<file path="src/rtl/uart_tx_ctrl.sv">
// uart_tx_ctrl: FIFO-buffered UART transmit framer paced by the baud-rate bit tick
module uart_tx_ctrl #(
   parameter int FIFO_DEPTH = 8
) (
   input  logic       pclk,
   input  logic       prst,
   input  logic       tx_en,
   input  logic       par_en,
   input  logic       par_odd,
   input  logic       stop2,
   input  logic       brg_tx_shift,
   input  logic       tx_wr,
   input  logic [7:0] tx_wdata,
   input  logic       tx_ovf_clr,
   output logic       uart_txd,
   output logic       tx_full,
   output logic       tx_empty,
   output logic       tx_busy,
   output logic       tx_done,
   output logic       tx_ovf
);
   localparam int AW = $clog2(FIFO_DEPTH);

   typedef enum logic [2:0] {IDLE, START, DATA, PARITY, STOP1, STOP2} state_t;

   state_t      state, state_nxt;
   logic [7:0]  mem [FIFO_DEPTH];
   logic [AW:0] wptr, rptr;
   logic [7:0]  shift, shift_nxt, head;
   logic [2:0]  bidx;
   logic        par_bit, push, pop, done_nxt, txd_nxt;

   assign tx_empty = wptr == rptr;
   assign tx_full  = (wptr[AW] != rptr[AW]) && (wptr[AW-1:0] == rptr[AW-1:0]);
   assign tx_busy  = state != IDLE;
   assign push     = tx_wr && !tx_full;
   assign head     = mem[rptr[AW-1:0]];

   // FIFO storage, written only when the push is accepted
   always_ff @(posedge pclk)
      if (push) mem[wptr[AW-1:0]] <= tx_wdata;

   // FIFO pointers; the extra MSB tells full from empty
   always_ff @(posedge pclk)
      if (prst) begin
         wptr <= '0;
         rptr <= '0;
      end else begin
         if (push) wptr <= wptr + 1'b1;
         if (pop) rptr <= rptr + 1'b1;
      end

   // Sticky overflow flag; a dropped write beats a simultaneous clear
   always_ff @(posedge pclk)
      if (prst) tx_ovf <= 1'b0;
      else if (tx_wr && tx_full) tx_ovf <= 1'b1;
      else if (tx_ovf_clr) tx_ovf <= 1'b0;

   // Next-state, pop and next line value; frame end may chain straight into START
   always_comb begin
      state_nxt = state;
      shift_nxt = shift;
      pop       = 1'b0;
      done_nxt  = 1'b0;
      if (!tx_en) state_nxt = IDLE;
      else if (brg_tx_shift)
         case (state)
            IDLE:   if (!tx_empty) begin
                       pop       = 1'b1;
                       state_nxt = START;
                    end
            START:  state_nxt = DATA;
            DATA:   begin
                       shift_nxt = shift >> 1;
                       if (bidx == 3'd7) state_nxt = par_en ? PARITY : STOP1;
                    end
            PARITY: state_nxt = STOP1;
            STOP1:  if (stop2) state_nxt = STOP2;
                    else done_nxt = 1'b1;
            STOP2:  done_nxt = 1'b1;
            default: state_nxt = IDLE;
         endcase
      if (done_nxt) begin
         pop       = !tx_empty;
         state_nxt = tx_empty ? IDLE : START;
      end
      if (pop) shift_nxt = head;
      txd_nxt = state_nxt == START  ? 1'b0 :
                state_nxt == DATA   ? shift_nxt[0] :
                state_nxt == PARITY ? par_bit : 1'b1;
   end

   // Frame state, registered line, done pulse, shifter, bit index and parity
   always_ff @(posedge pclk)
      if (prst) begin
         state    <= IDLE;
         uart_txd <= 1'b1;
         tx_done  <= 1'b0;
         shift    <= '0;
         bidx     <= '0;
         par_bit  <= 1'b0;
      end else begin
         state    <= state_nxt;
         uart_txd <= txd_nxt;
         tx_done  <= done_nxt;
         shift    <= shift_nxt;
         bidx     <= state == DATA ? bidx + {2'b00, brg_tx_shift} : 3'd0;
         if (pop) par_bit <= ^head ^ par_odd;
      end
endmodule
</file>
<file path="config.mk">
export PLATFORM = sky130hd
export DESIGN_NAME = uart_tx_ctrl
export DESIGN_NICKNAME = d
export VERILOG_FILES = /design/src/rtl/uart_tx_ctrl.sv
export SDC_FILE = /design/constraint.sdc
export NUM_CORES = 1
export LEC_CHECK = 0
export CORE_MARGIN = 3
export CORE_UTILIZATION = 40
export DETAILED_ROUTE_END_ITERATION = 16
export PLACE_DENSITY = 0.59
export REMOVE_ABC_BUFFERS = 1
export SYNTH_ARGS = -nofsm -noshare
export SYNTH_HDL_FRONTEND = slang
export SYNTH_SLANG_ARGS = --single-unit
</file>
<file path="constraint.sdc">
create_clock -name pclk -period 2.25 [get_ports pclk]
set_clock_uncertainty 0.2 [all_clocks]
set_input_delay 0.45 -clock pclk [delete_from_list [all_inputs] [get_ports pclk]]
set_output_delay 0.45 -clock pclk [all_outputs]
set_load 0.01 [all_outputs]
</file>
Word-level counts from Yosys, hierarchy flattened
Memories as Yosys holds them, arrays and structs flattened. A register that Yosys moved wholly into a read port is not among the register bits.
Cells that the tools add are included.
{ "op_classes": {"add_sub_neg": 3, "n_eq_ne": 12, "mux": 31, "bitwise": 2, "n_reduce_logical": 14} }
{ "op_table": {"columns": ["cell", "count"], "rows": [
  ["two-way mux 8 bit", 4],
  ["two-way mux 3 bit", 9],
  ["one-hot mux 3 bit (6 select lines)", 1],
  ["two-way mux 1 bit", 16],
  ["equality test 3 x 2 -> 1 bit (second input constant)", 4],
  ["equality test 3 bit (second input constant)", 3],
  ["adder 4 x 1 -> 4 bit (second input constant)", 2],
  ["nonzero test 2 bit", 4],
  ["parity 8 bit", 1],
  ["equality test 3 x 1 -> 1 bit (second input constant)", 2],
  ["equality test 4 bit", 1],
  ["adder 3 x 1 -> 3 bit", 1],
  ["equality test 3 bit", 1],
  ["logical AND 1 bit", 3],
  ["logical NOT 3 bit", 1],
  ["AND reduction 3 bit", 1],
  ["nonzero test 3 bit", 1],
  ["logical NOT 1 bit", 2],
  ["one-hot mux 1 bit (2 select lines)", 1],
  ["OR reduction 2 bit", 1],
  ["!= test 1 bit", 1],
  ["NOT 1 bit", 1],
  ["XOR 1 bit", 1]
]} }
{ "totals": {"reg_bits": 26, "ramBits": 64, "in_bits": 17, "wordCells": 73, "n_memories": 1} }
{ "mem_list": {"columns": ["name", "depth", "width", "read_ports", "rd_clocked_by_memory_dff", "wr", "line", "source"], "rows": [
  ["mem", 8, 8, 1, 1, 1, "27", "logic [7:0] mem [FIFO_DEPTH];"]
]} }

Depth between registers and ports, before layout
Gate-level depths: netlist of run 1.
{ "depth": {"word_depth": 10, "ltp_mapped": 8, "ltp_nobuf": 6} }

Worst setup path before layout of run 1
OpenSTA, ideal clock, no wires.
{ "synth_timing": {"kind": "register to register", "from": "register wptr[0]", "to": "memory mem[4][0], enable pin", "setup_ns": 0.383, "arrival_ns": 1.960, "setup_slack_ns": -0.293, "path_stages_with_launch": 7, "n_path_buf": 1, "cell_sequence": "dfxtp_1 -> clkbuf_1 -> xnor2_1 -> and4_1 -> nor2b_1 -> nand2_1 -> nor3_1"} }
{ "synth_via": {"elab_chain_cells": 6} }
{ "synth_rtl": {"columns": ["item", "line", "source"], "rows": [
  ["from (decl)", "28", "logic [AW:0] wptr, rptr;"],
  ["from (signal assigned)", "49", "if (push) wptr <= wptr + 1'b1;"],
  ["equality test 3 bit", "34", "assign tx_full = (wptr[AW] != rptr[AW]) && (wptr[AW-1:0] == rptr[AW-1:0]);"],
  ["logical AND 1 bit", "34", null],
  ["net tx_full", "16", "output logic tx_full,"],
  ["logical NOT 1 bit", "36", "assign push = tx_wr && !tx_full;"],
  ["logical AND 1 bit", "36", null],
  ["two-way mux 1 bit", "41", "if (push) mem[wptr[AW-1:0]] <= tx_wdata;"],
  ["two-way mux 1 bit (implied by the code)", "41", null],
  ["to (decl)", "27", null]
]} }
The timed path passes the listed nets, and every way through them passes these cells.

==> metrics.txt, run 1 <==
post-route setup slack=-271 ps; Post-synth EDFFs=between 60 and 70; port buffer count=22; register area share after synthesis=approximately 64%; CTS tree=done; post-synthesis mux area share=~15%; YS warnings=0; Hold WC Path Type=reg2reg; largest net degree at the start of global routing=25; Rel. slew slack=68.5%; fin nets=340; Syn Inst Count=~250; area of the core region=slightly above 9000 sq um; fmax=just under 400 MHz; Leakage=1.75 nW; XOR/XNOR share of the synthesized area=4.57%; Final Max Tran Viols=0; Worst Path Class, Setup=reg2reg; failing checks=setup timing; starting density of the core=41.7%; fin cells=between 400 and 500; CTS HTree Levels=3; first-pass detailed-route iteration total=4; period utilisation layout=112%; Final Critical Period=2520 ps; initial antenna violation count=0; post-synthesis cell type count=39; share of layout cells above drive strength 1=a little over a quarter; dpl cells=430; hold_buf cts=0; total congestion overflow=0; final setup violation count=2; placed inst area=around 4500 sq um; I/O pin count=23; Overall Global Routing Usage=13.9%; total clock sinks=93; Hold Fails Final Rpt=0; GPL Wtd Cong=~0.79; outcome=finished with violations; Critical Path Fanout Max=7; site row count=35; Die ar.=between 10,000 and 15,000 sq um; DP HPWL=just under 5 mm; n_diodes=0; global-route wire length before repair=between 10 and 15 mm; max-capacitance violation count=0; post-synthesis compound-gate area fraction=4.25%; area share of fa/ha/maj cells after synthesis=approximately 1.3%; Syn-to-layout area delta=22.9%; Yosys reg bits=93; average wire per standard cell=about 16 um; Root Buffer=clkbuf_8; TritonCTS Buffers=9; Via density=between 4 and 5; CTS max path bufs=2; detailed-route wire length=between 7 and 8 mm; Mapped Area=3890 sq um; Mapped Avg Cell Area=~16 sq um; CP required=~2300 ps; TNS Setup=-292 ps; Die Ht=~100 um; crit start category=register; ys async rst share=0%; final-layout fill cell count=803; Post-route DRC=0; PwrDens=721 nW/um^2; number of global-route vias before repair=around 2,200; Die Wd=around 100 um; DR vias=approximately 2,300; initial DRC count=between 80 and 90; post-detailed-route count of antenna-violating nets=0; Final Cell Area=about 4800 sq um; Primary FF master, synth=edfxtp_1; Simple-Gate Fraction of Synth Area=9.20%; RSZ-0062 raised after global routing=yes; Clock transition at path regs=90 ps; WP data arrival=2560 ps; clk_lat worst skew=about 350 ps; main combinational cell family by area after synthesis=multiplexers; worst slew pin tran=roughly 470 ps; peak supply drop=slightly above 0.0004 V; crit end category=register
==> area by class of cell <==
cell class | instances | area, sq um | share of cell area [%]
well taps | 129 | 161 | 3.38
inverters | 1 | 3.75 | 0.0785
clock buffers | 10 | 128 | 2.67
repair buffers | 69 | 593 | 12.4
clock inverters | 6 | 70.1 | 1.47
flip-flops and latches | 93 | 2510 | 52.6
multi-input cells | 145 | 1310 | 27.4
==> cells by family (layout without fill, tap and decap cells) <==
group                      after synthesis  count (layout)
DFF                                     93              93
and+or+nand+nor                         72              72
muxes                                   30              30
AOI/OAI and AO/OA                       25              25
xor gates and xnor gates                14              14
buffers and inverters                   11              86
adders and majority gates                4               4
==> synth_stat cells, drive strengths merged, types with 2 or more instances <==
library cell / n / share of area [%]
or3: 2 / 0.32
mux2: 6 / 1.7
a21oi: 8 / 1.0
buf: 4 / 1.1
clkbuf: 6 / 0.58
o21ai: 4 / 0.51
ha: 4 / 1.3
dfxtp: 29 / 15
mux4: 16 / 11
nand3: 2 / 0.26
xnor3: 4 / 2.3
nor4b: 2 / 0.45
nor3: 3 / 0.51
xnor2: 5 / 1.1
a22oi: 3 / 0.58
a21o: 3 / 0.58
a211oi: 2 / 0.39
nand2b: 5 / 0.80
nand4: 2 / 0.32
nor2b: 6 / 0.97
and2: 4 / 0.64
nand2: 16 / 1.5
edfxtp: 64 / 49
xor2: 5 / 1.1
nor2: 26 / 2.5
mux2i: 8 / 2.1
==> registers in the layout, summed over array words and instances, names as in the netlist, named ones only <==
register / cells
mem: 64
shift: 8
rptr: 4
wptr: 4
bidx: 3
state: 3
par_bit: 1
tx_done: 1
tx_ovf: 1
uart_txd: 1
==> final timing paths <==
| check | from | end | slack [ps] | depth (start not counted) |
|---|---|---|---|---|
| min reg2reg | shift[5]$_SDFFE_PP0P_ | shift[5]$_SDFFE_PP0P_ | 270 | 2 |
| min | shift[5]$_SDFFE_PP0P_ | shift[5]$_SDFFE_PP0P_ | 270 | 2 |
| max | register | par_bit$_SDFFE_PP0P_ | -270 | 7 |
| max reg2reg | register | par_bit$_SDFFE_PP0P_ | -270 | 7 |
==> per-layer routing <==
| metal | track usage (%) | wire [um] | vias to the layer above |
|---|---|---|---|
| li1 | - | - | 1094 |
| met1 | 18.7 | 3480 | 1114 |
| met2 | 21.4 | 3480 | 40 |
| met3 | 4.01 | 302 | 10 |
| met4 | 5.15 | 154 | 0 |
| met5 | 0 | 0 | - |
==> cells in the final DEF, fill, tap and decap left out, drive strengths merged, types with 2 or more instances in the layout <==
cell type | Yosys | routed
and2 | 4 | 4
xor2 | 5 | 5
nand2b | 5 | 5
inv | 1 | 3
dfxtp | 29 | 29
clkdlybuf4s50 | 0 | 19
mux4 | 16 | 16
a22oi | 3 | 3
mux2i | 8 | 8
edfxtp | 64 | 64
a21oi | 8 | 8
nand2 | 16 | 16
nand4 | 2 | 2
ha | 4 | 4
a21o | 3 | 3
or3 | 2 | 2
clkbuf | 6 | 10
nor2 | 26 | 26
xnor3 | 4 | 4
nor4b | 2 | 2
dlygate4sd2 | 0 | 2
a211oi | 2 | 2
o21ai | 4 | 4
mux2 | 6 | 6
xnor2 | 5 | 5
nor3 | 3 | 3
buf | 4 | 47
clkinv | 0 | 2
nor2b | 6 | 6
nand3 | 2 | 2
==> worst max-delay path, cell delays in order (launching register included) <==
cell     delay (ps)
dfxtp_2         350
buf_6           140
mux4_2          500
mux2_4          280
xnor3_1         380
xnor3_1         380
mux2i_1         140
nor2_1           50
==> stage by stage <==
step / worst slack [ps] / hold WS (ps) / power [W] / utilization [%]
2_1_floorplan: -496 / 230 / 0.00216 / -
3_3_place_gp: -289 / 245 / 0.00233 / 48.5
3_5_place_dp: -323 / 252 / 0.00234 / 48.5
4_1_cts: -300 / 265 / 0.00346 / 50.9
5_1_grt: -349 / 291 / 0.00360 / 51.2
6_report: -271 / 268 / 0.00345 / 51.2
==> where the power goes <==
group	switching, W	internal (W)
clock network	0.000593	0.000524
logic	0.000172	0.000260
registers	0.0000226	0.00188
total	0.000787	0.00266
==> timing repair <==
action	CTS	global route
pin swaps	2	4
setup buffers	2	6
resized for setup	13	17
endpoints found under the setup margin	6	4
Power figures use the tool's default switching activity.
==> run 2: changes to the inputs <==
--- a/config.mk
+++ b/config.mk
@@ -6,9 +6,10 @@
 export NUM_CORES = 1
 export LEC_CHECK = 0
 export CORE_MARGIN = 3
-export CORE_UTILIZATION = 40
+export CORE_UTILIZATION = 53
 export DETAILED_ROUTE_END_ITERATION = 16
-export PLACE_DENSITY = 0.59
+export MAX_ROUTING_LAYER = met4
+export PLACE_DENSITY = 0.75
 export REMOVE_ABC_BUFFERS = 1
 export SYNTH_ARGS = -nofsm -noshare
 export SYNTH_HDL_FRONTEND = slang
==> metrics.txt, run 2 (synthesis results as in run 1) <==
outcome=finished with violations; failing checks=setup timing; Overall Global Routing Usage=19.6% (+5.7 points); Largest register FFs=64 (unchanged); placed inst area=4540 sq um (+0.47%); I/O pin count=23 (unchanged); PwrDens=740 nW/um^2 (+2.6%); Final Max Tran Viols=0 (unchanged); worst slew pin tran=397 ps (-68.4 ps); post-detailed-route count of antenna-violating nets=0 (unchanged); Tot Pwr=0.00357 W (+3.6%); worst path cell trace=buf_4, mux4_1, mux2_4, xnor3_1, xnor3_1, mux2i_1, nor2_1; post-route setup slack=-344 ps (-72.6 ps); crit start category=register; area of the core region=6940 sq um (-26%); port buffer count=22 (unchanged); post-layout util=69.5% (+18 points); CP required=2300 ps (about the same); WP data arrival=2650 ps (+90 ps); global-route wire length before repair=11.9 mm (+2.6%); CTS HTree Levels=3 (unchanged); slowest cell on the critical path=mux4_1; final setup violation count=2 (unchanged); max-capacitance violation count=0 (unchanged); final-layout fill cell count=467 (-42%); Post-route DRC=0 (unchanged); first-pass detailed-route iteration total=4 (unchanged); Die Wd=91.7 um (-12%); Hold WC Path Type=reg2reg; TritonCTS Buffers=9 (unchanged); starting density of the core=56.0% (+14 points); share of layout cells above drive strength 1=27.3% (-0.17 points); Die ar.=8400 sq um (-23%); Final Critical Period=2590 ps (+72.6 ps); metal3 WL=247 um (-18%); DR vias=2,271 (+0.58%); initial DRC count=157 (+89%); Clock transition at path regs=90 ps (about the same); most used cell, CP=xnor3_1; Final Cell Area=4830 sq um (+1.0%); Root Buffer=clkbuf_8; commonest non-fill, non-tap cells in the layout=edfxtp_1 (64), buf_4 (40), nor2_1 (26), dfxtp_1 (22), clkdlybuf4s50_1 (19); CTS max path bufs=2 (unchanged); Via density=5.38 (+8.0%); number of global-route vias before repair=2,297 (+2.2%); commonest non-fill, non-tap cell in the layout=edfxtp_1; GPL Wtd Cong=0.799 (+1.1%); R2R setup slack=-340 ps (-70 ps); Syn-to-layout area delta=24.2%; met2 wire len=3.81 mm (+9.4%); total congestion overflow=0 (unchanged); Worst Path Class, Setup=reg2reg; peak supply drop=0.000454 V (+13%); dpl ws=-377 ps (-54.0 ps); hold_buf cts=0 (unchanged); period utilisation layout=115% (+3.2 points); fmax=386 MHz (-2.8%); Hold Fails Final Rpt=0 (unchanged); initial antenna violation count=0 (unchanged); n_diodes=0 (unchanged); Post-Route M1 WL=3.22 mm (-7.4%); Slowest Stage Delay on Critical Path=540 ps (+40 ps); DP HPWL=4.95 mm (+0.63%); CTS tree=done; average wire per standard cell=17.6 um (+7.3%); site row count=30 (-14%); total clock sinks=93 (unchanged); clk_lat worst skew=360 ps (about the same); detailed-route wire length=7.42 mm (about the same); crit end category=register; DR top layer=met4; final hold slack=266 ps (-1.11 ps); Critical Path Fanout Max=4 (-3); Leakage=1.77 nW (+1.1%); fin nets=342 (+0.59%); largest net degree at the start of global routing=25 (unchanged); Die Ht=91.7 um (-12%); RSZ-0062 raised after global routing=yes; Rel. slew slack=73.1% (+4.6 points)
==> run 2: path summary, 6_finish.rpt <==
check | startpoint | cells after the start | endpoint
max reg2reg | register | 7 | par_bit$_SDFFE_PP0P_
max | register | 7 | par_bit$_SDFFE_PP0P_
min reg2reg | shift[2]$_SDFFE_PP0P_ | 2 | shift[2]$_SDFFE_PP0P_
min | shift[2]$_SDFFE_PP0P_ | 2 | shift[2]$_SDFFE_PP0P_
==> run 2: power by group <==
group | total (W) | internal [W] | switching [W]
combinational | 0.000454 | 0.000270 | 0.000184
clock | 0.00122 | 0.000631 | 0.000587
sequential | 0.00190 | 0.00188 | 0.0000232
==> run 2: per-layer routing <==
layer  global-route usage, %  up-vias
met4                    9.55        0
met2                    31.2       46
met3                    3.86       13
met1                    24.2     1111
li1                        -     1101
met5                       -        -
==> run 2: repair_timing <==
item | CTS | global route
setup buffers | 4 | 0
endpoints found under the setup margin | 5 | 4
gates resized for setup | 24 | 5
pin swaps | 2 | 1
gates cloned | 0 | 0
==> run 2: cell type report <==
type	instances	area, sq um	share of cell area, %
Clock inverter	7	97.6	2.02
Clock buffer	9	124	2.57
Inverter	1	3.75	0.0777
Sequential cell	93	2510	52.0
Timing Repair Buffer	71	644	13.3
Multi-Input combinational cell	145	1330	27.5
Tap cell	96	120	2.49
==> run 2: stage by stage <==
stage          TNS [ps]  std cells
2_1_floorplan     -3300        239
3_3_place_gp       -676        402
3_5_place_dp      -1480        402
4_1_cts            -488        422
5_1_grt            -623        422
6_report           -499        422
==> run 2: critical path: cells and delay by family, from the launching register on <==
kind / cells / cell delay, ps
mux: 3 / 1010
flops: 1 / 360
buf+inv: 1 / 140
xor+xnor: 2 / 700
simple gates: 1 / 60
